===== src/rtl/riscv_pkg.sv =====
// rtl/riscv_pkg.sv - shared operand-forwarding and writeback-select codes
package riscv_pkg;

   typedef logic [1:0] fwd_t;
   typedef logic [1:0] wb_sel_t;

   localparam fwd_t FWD_REG   = 2'd0;
   localparam fwd_t FWD_EXMEM = 2'd1;
   localparam fwd_t FWD_MEMWB = 2'd2;
   localparam fwd_t FWD_ALT   = 2'd3;

   localparam wb_sel_t WB_ALU = 2'd0;
   localparam wb_sel_t WB_MEM = 2'd1;
   localparam wb_sel_t WB_PC4 = 2'd2;
   localparam wb_sel_t WB_PC  = 2'd3;

endpackage


===== src/rtl/fwd_sel.sv =====
// rtl/fwd_sel.sv - forwarding comparator for one EX source operand
module fwd_sel
   import riscv_pkg::*;
#(
   parameter int RW = 5
) (
   input  logic [RW-1:0] src,
   input  logic [RW-1:0] exmem_rd,
   input  logic          exmem_reg_write,
   input  logic [RW-1:0] memwb_rd,
   input  logic          memwb_reg_write,
   output logic [1:0]    sel
);

   // The younger EX/MEM result shadows MEM/WB; x0 is hardwired and never forwarded.
   always_comb begin
      sel = FWD_REG;
      if (src != '0) begin
         if (exmem_reg_write && (exmem_rd == src))
            sel = FWD_EXMEM;
         else if (memwb_reg_write && (memwb_rd == src))
            sel = FWD_MEMWB;
      end
   end

endmodule


===== src/rtl/id_ex_stage.sv =====
// rtl/id_ex_stage.sv - ID/EX pipeline register with forwarding selects and load-use detection
module id_ex_stage
   import riscv_pkg::*;
#(
   parameter int XLEN = 32,
   parameter int RW   = 5
) (
   input  logic            clk,
   input  logic            rst,
   input  logic            id_valid,
   input  logic [XLEN-1:0] id_pc,
   input  logic [XLEN-1:0] id_rs1_data,
   input  logic [XLEN-1:0] id_rs2_data,
   input  logic [XLEN-1:0] id_imm,
   input  logic [RW-1:0]   id_rs1,
   input  logic [RW-1:0]   id_rs2,
   input  logic [RW-1:0]   id_rd,
   input  logic            id_uses_rs1,
   input  logic            id_uses_rs2,
   input  logic            id_reg_write,
   input  logic            id_mem_read,
   input  logic            id_mem_write,
   input  logic            id_alu_src,
   input  logic [1:0]      id_wb_sel,
   input  logic [3:0]      id_alu_op,
   input  logic            stall,
   input  logic            flush,
   input  logic [RW-1:0]   exmem_rd,
   input  logic [RW-1:0]   memwb_rd,
   input  logic            exmem_reg_write,
   input  logic            memwb_reg_write,
   output logic            ex_valid,
   output logic [XLEN-1:0] ex_pc,
   output logic [XLEN-1:0] ex_rs1_data,
   output logic [XLEN-1:0] ex_rs2_data,
   output logic [XLEN-1:0] ex_imm,
   output logic [RW-1:0]   ex_rs1,
   output logic [RW-1:0]   ex_rs2,
   output logic [RW-1:0]   ex_rd,
   output logic            ex_reg_write,
   output logic            ex_mem_read,
   output logic            ex_mem_write,
   output logic            ex_alu_src,
   output logic [1:0]      ex_wb_sel,
   output logic [3:0]      ex_alu_op,
   output logic [1:0]      fwd_a_sel,
   output logic [1:0]      fwd_b_sel,
   output logic            load_use_stall
);

   logic [1:0] fwd_a_raw;
   logic [1:0] fwd_b_raw;
   logic       bubble;

   // A load in EX cannot feed the instruction in ID in time; hold ID and bubble EX.
   assign load_use_stall = ex_valid && ex_mem_read && (ex_rd != '0) &&
                           ((id_uses_rs1 && (id_rs1 == ex_rd)) ||
                            (id_uses_rs2 && (id_rs2 == ex_rd))) && id_valid;

   assign bubble = flush || (!stall && load_use_stall);

   always_ff @(posedge clk or posedge rst) begin
      if (rst) begin
         ex_valid     <= 1'b0;
         ex_pc        <= '0;
         ex_rs1_data  <= '0;
         ex_rs2_data  <= '0;
         ex_imm       <= '0;
         ex_rs1       <= '0;
         ex_rs2       <= '0;
         ex_rd        <= '0;
         ex_reg_write <= 1'b0;
         ex_mem_read  <= 1'b0;
         ex_mem_write <= 1'b0;
         ex_alu_src   <= 1'b0;
         ex_wb_sel    <= '0;
         ex_alu_op    <= '0;
      end else if (bubble) begin
         ex_valid     <= 1'b0;
         ex_pc        <= '0;
         ex_rs1_data  <= '0;
         ex_rs2_data  <= '0;
         ex_imm       <= '0;
         ex_rs1       <= '0;
         ex_rs2       <= '0;
         ex_rd        <= '0;
         ex_reg_write <= 1'b0;
         ex_mem_read  <= 1'b0;
         ex_mem_write <= 1'b0;
         ex_alu_src   <= 1'b0;
         ex_wb_sel    <= '0;
         ex_alu_op    <= '0;
      end else if (!stall) begin
         ex_valid     <= id_valid;
         ex_pc        <= id_pc;
         ex_rs1_data  <= id_rs1_data;
         ex_rs2_data  <= id_rs2_data;
         ex_imm       <= id_imm;
         ex_rs1       <= id_rs1;
         ex_rs2       <= id_rs2;
         ex_rd        <= id_rd;
         ex_reg_write <= id_reg_write;
         ex_mem_read  <= id_mem_read;
         ex_mem_write <= id_mem_write;
         ex_alu_src   <= id_alu_src;
         ex_wb_sel    <= id_wb_sel;
         ex_alu_op    <= id_alu_op;
      end
   end

   fwd_sel #(.RW(RW)) u_fwd_a (
      .src             (ex_rs1),
      .exmem_rd        (exmem_rd),
      .exmem_reg_write (exmem_reg_write),
      .memwb_rd        (memwb_rd),
      .memwb_reg_write (memwb_reg_write),
      .sel             (fwd_a_raw)
   );

   fwd_sel #(.RW(RW)) u_fwd_b (
      .src             (ex_rs2),
      .exmem_rd        (exmem_rd),
      .exmem_reg_write (exmem_reg_write),
      .memwb_rd        (memwb_rd),
      .memwb_reg_write (memwb_reg_write),
      .sel             (fwd_b_raw)
   );

   // PC operand (AUIPC/JAL) and immediate operand override any forwarding match.
   always_comb begin
      fwd_a_sel = FWD_REG;
      fwd_b_sel = FWD_REG;
      if (ex_valid) begin
         fwd_a_sel = (ex_wb_sel == WB_PC) ? FWD_ALT : fwd_a_raw;
         fwd_b_sel = ex_alu_src ? FWD_ALT : fwd_b_raw;
      end
   end

endmodule


===== config.mk =====
export PLATFORM = sky130hd
export DESIGN_NAME = id_ex_stage
export DESIGN_NICKNAME = d
export VERILOG_FILES = /design/src/rtl/riscv_pkg.sv /design/src/rtl/fwd_sel.sv /design/src/rtl/id_ex_stage.sv
export SDC_FILE = /design/constraint.sdc
export NUM_CORES = 1
export LEC_CHECK = 0
export ABC_AREA = 1
export ABC_CLOCK_PERIOD_IN_PS = 11900
export CAP_MARGIN = 30
export CORE_AREA = 2 2 129 131
export CTS_CLUSTER_DIAMETER = 100
export DETAILED_ROUTE_END_ITERATION = 6
export DIE_AREA = 0 0 131 133
export DONT_BUFFER_PORTS = 1
export GPL_TIMING_DRIVEN = 0
export PLACE_DENSITY_LB_ADDON = 0.2
export SLEW_MARGIN = 10
export SYNTH_ARGS = -nofsm -noshare
export SYNTH_HDL_FRONTEND = slang
export SYNTH_SLANG_ARGS = --single-unit
export TNS_END_PERCENT = 30

===== constraint.sdc =====
create_clock -name clk -period 11.9 [get_ports clk]
set_input_delay 2.38 -clock clk [delete_from_list [all_inputs] [get_ports clk]]
set_output_delay 2.38 -clock clk [all_outputs]
set_load 0.01 [all_outputs]

==> flow_summary.json, run 1 <==
{
  "status": "completed",
  "grt_util_all_layers_pct": 23.6,
  "multi_input_area_sq_um": 2810,
  "area_delta_synth_final_pct": 12.6,
  "final_area_sq_um": 8340,
  "arrival_ns": 3.15,
  "ant_nets": 0,
  "via_per_inst": 5.01,
  "start_util_pct": 45.8,
  "wl_per_cell_microns": 17.1,
  "critPathKind": "primary input to primary output",
  "io_buffer_count": 0,
  "setup.worst_path.start_class": "primary input",
  "ys_seq_area_share_pct": 52.0,
  "crit_buf_inv": 1,
  "dp_hpwl_microns": 15300,
  "insertion_delay_ns": 0.43,
  "finalSetupViolCount": 0,
  "grt_max_degree": 117,
  "skew_ns": 0.0100,
  "syn_nets": 1140,
  "path_clk_slew_ns": 0.06,
  "htreeDepth": 4,
  "rsz0062_at_grt": "false",
  "dr.pass1.iters": 4,
  "cts_root_buf": "clkbuf_16",
  "hold_viol_final": 0,
  "critPathSlowestCell": "a21oi_1",
  "synthCells": 968,
  "dr_total_vias": 6120,
  "ys_types": 21,
  "die_x_microns": 131,
  "period_needed_ns": 5.53,
  "gp_congestion": 0.896,
  "crit_family": "compound AO/OA/AOI/OAI gates",
  "diodes": 0,
  "slew_headroom_pct": 59.7,
  "grt-ovfl-total": 0,
  "worst_path_most_repeated_cell": "a21oi_1",
  "grt_pass1_vias": 5774,
  "fp-row-count": 47,
  "p_per_area_nw_per_um2": 157,
  "drv_slew": 0,
  "drv_cap": 0,
  "final_nets": 1160,
  "layout_commonest_cell": "nand2_1",
  "clock_path_buffers": 2,
  "layout_common_cells": "nand2_1, dfrtp_1, inv_1, o21ai_0, a21oi_1",
  "synth_area_sq_um": 7410,
  "dieArea_sq_um": 17400,
  "fillerInstances": 1624,
  "antenna_found_initial": 0,
  "hp-class": "flop to flop",
  "num_io_pins": 331,
  "numCtsBuffers": 17,
  "max_freq_ghz": 0.181,
  "wirelength_microns": 20900,
  "cts_setup_buffers": 0,
  "worstSetupEndpointType": "primary output",
  "cp.required_ns": 9.52,
  "slowest_delay_ns": 0.24,
  "drc": 0,
  "min_period_over_period_pct": 46.5,
  "path_cells": "inv_1 > o21ai_0 > a21oi_1 > nand3_1 > nor2_1 > nand2_1 > a21oi_1",
  "cts_resized": 0,
  "worst_pin_slew_ns": 0.605,
  "ys_ff_latch": 154,
  "grt_pass1_wl_microns": 31300,
  "ctsHoldBuffers": 0,
  "drt_iter0_drc": 274,
  "ys_warn_count": 0,
  "postPlaceCellArea_sq_um": 7720,
  "die_y_microns": 133,
  "syn_avg_cell_area_sq_um": 7.65,
  "cts_tree": "yes",
  "max-vdd-ir-drop_mv": 0.0935,
  "core_area_sq_um": 16200,
  "seq_area_sq_um": 3850,
  "clock-sinks": 154,
  "fin_tns_setup_ns": 0,
  "drive_above_1_share_pct": 9.19,
  "leakage_nw": 4.32,
  "cp_max_fo": 3
}
## path summary, 6_finish.rpt
path                        startpoint      endpoint  slack, ns  cells after the start
max in group asynchronous          rst      ex_pc[7]       9.25                      2
min in group asynchronous          rst    ex_imm[12]       1.77                      1
min reg2reg                  ex_pc[20]     ex_pc[20]       0.55                      2
min                          ex_pc[20]     ex_pc[20]       0.55                      2
max                        memwb_rd[3]  fwd_b_sel[1]       6.37                      7
max reg2reg                   ex_rd[2]    ex_imm[24]      10.03                     11
## power breakdown
part | internal, mW | total [mW] | switching (mW)
combinational | 0.0418 | 0.126 | 0.0842
sequential | 0.558 | 0.608 | 0.0496
clock | 0.353 | 0.579 | 0.227
total | 0.953 | 1.31 | 0.360
## metal layers
metal | part of all wire, % | vias to the layer above | GRT usage (%)
met5 | 0 | - | 0
met4 | 3.3 | 0 | 11.0
met3 | 11 | 46 | 9.02
met2 | 47 | 296 | 37.0
met1 | 39 | 2767 | 28.6
li1 | - | 3011 | -
## logic make-up (layout without fill, tap and decap cells)
group	Yosys count	after routing	share of synthesized area (%)
simple gates	456	456	23.7
xor+xnor	6	6	0.709
buf+inv	175	208	10.0
compound gates	177	177	13.5
flops	154	154	52.0
## sequential cells by signal, indices dropped and copies added (netlist names)
signal,count
ex_alu_op,4
ex_wb_sel,2
ex_mem_write,1
ex_reg_write,1
ex_rs2_data,32
ex_rd,5
ex_rs1_data,32
ex_alu_src,1
ex_pc,32
ex_rs2,5
ex_rs1,5
ex_valid,1
ex_mem_read,1
ex_imm,32
## cells in the mapped netlist
library cell | n | share of area, %
nand2_1 | 424 | 21
dfrtp_1 | 154 | 52
inv_1 | 115 | 5.8
o21ai_0 | 83 | 5.6
a21oi_1 | 60 | 4.1
clkbuf_1 | 33 | 1.7
a21oi_2 | 30 | 3.5
buf_2 | 16 | 1.1
nor2_1 | 15 | 0.76
nand4_1 | 8 | 0.68
nand3_1 | 6 | 0.41
buf_6 | 4 | 0.61
o22ai_1 | 4 | 0.34
xor2_1 | 4 | 0.47
buf_8 | 3 | 0.61
inv_2 | 3 | 0.15
xnor2_1 | 2 | 0.24
buf_1 | 1 | 0.051
nand2_2 | 1 | 0.085
nand2_4 | 1 | 0.15
nor2_4 | 1 | 0.15
## worst reg2reg max path, cell delays in order, from the launching register on
cell     delay, ns
dfrtp_1       0.47
inv_1         0.16
nand2_1       0.08
nand2_1       0.05
nor2_1        0.13
nand3_1       0.09
nand2_1       0.09
nand2_2       0.09
nand2_4       0.15
buf_6         0.21
buf_6         0.16
a21oi_1       0.07
## metrics by stage
| stage | power (mW) | utilization (%) | setup WS, ns | cells | hold slack, ns |
|---|---|---|---|---|---|
| finish | 1.31 | 51.6 | 6.37 | 1221 | 0.551 |
| global route | 1.37 | 51.6 | 6.26 | 1221 | 0.576 |
| CTS | 1.32 | 51.6 | 6.36 | 1221 | 0.557 |
| detailed placement | 0.745 | 47.7 | 6.38 | 1189 | 0.541 |
| global placement | 0.742 | 47.5 | 3.56 | 1188 | 0.537 |
| floorplan | 0.704 | - | 5.37 | 968 | 0.519 |
## cell type report
type / count / share of cell area (%)
Sequential cell: 154 / 46.2
Multi-Input combinational cell: 639 / 33.7
Inverter: 118 / 5.40
Clock buffer: 18 / 5.14
Buffer: 57 / 3.57
Tap cell: 220 / 3.30
Clock inverter: 14 / 2.34
Timing Repair Buffer: 1 / 0.330
(Power assumes the default switching activity.)
==> run 2, diff against run 1 <==
ABC_CLOCK_PERIOD_IN_PS = 5750   (was 11900)
clock period = 5.75 ns   (was 11.9 ns; I/O delays follow)
==> results of run 2 <==
The final DEF is identical to that of run 1. Status: completed.
Among the figures that moved: setup slack after placement 6.38 ns -> 2.69 ns; setup slack after layout 6.37 ns -> 2.68 ns; hold slack 0.551 ns -> 0.541 ns; register-to-register setup slack 10.03 ns -> 3.88 ns; total power 1.31 mW -> 2.72 mW; worst IR drop on VDD 0.0935 mV -> 0.193 mV
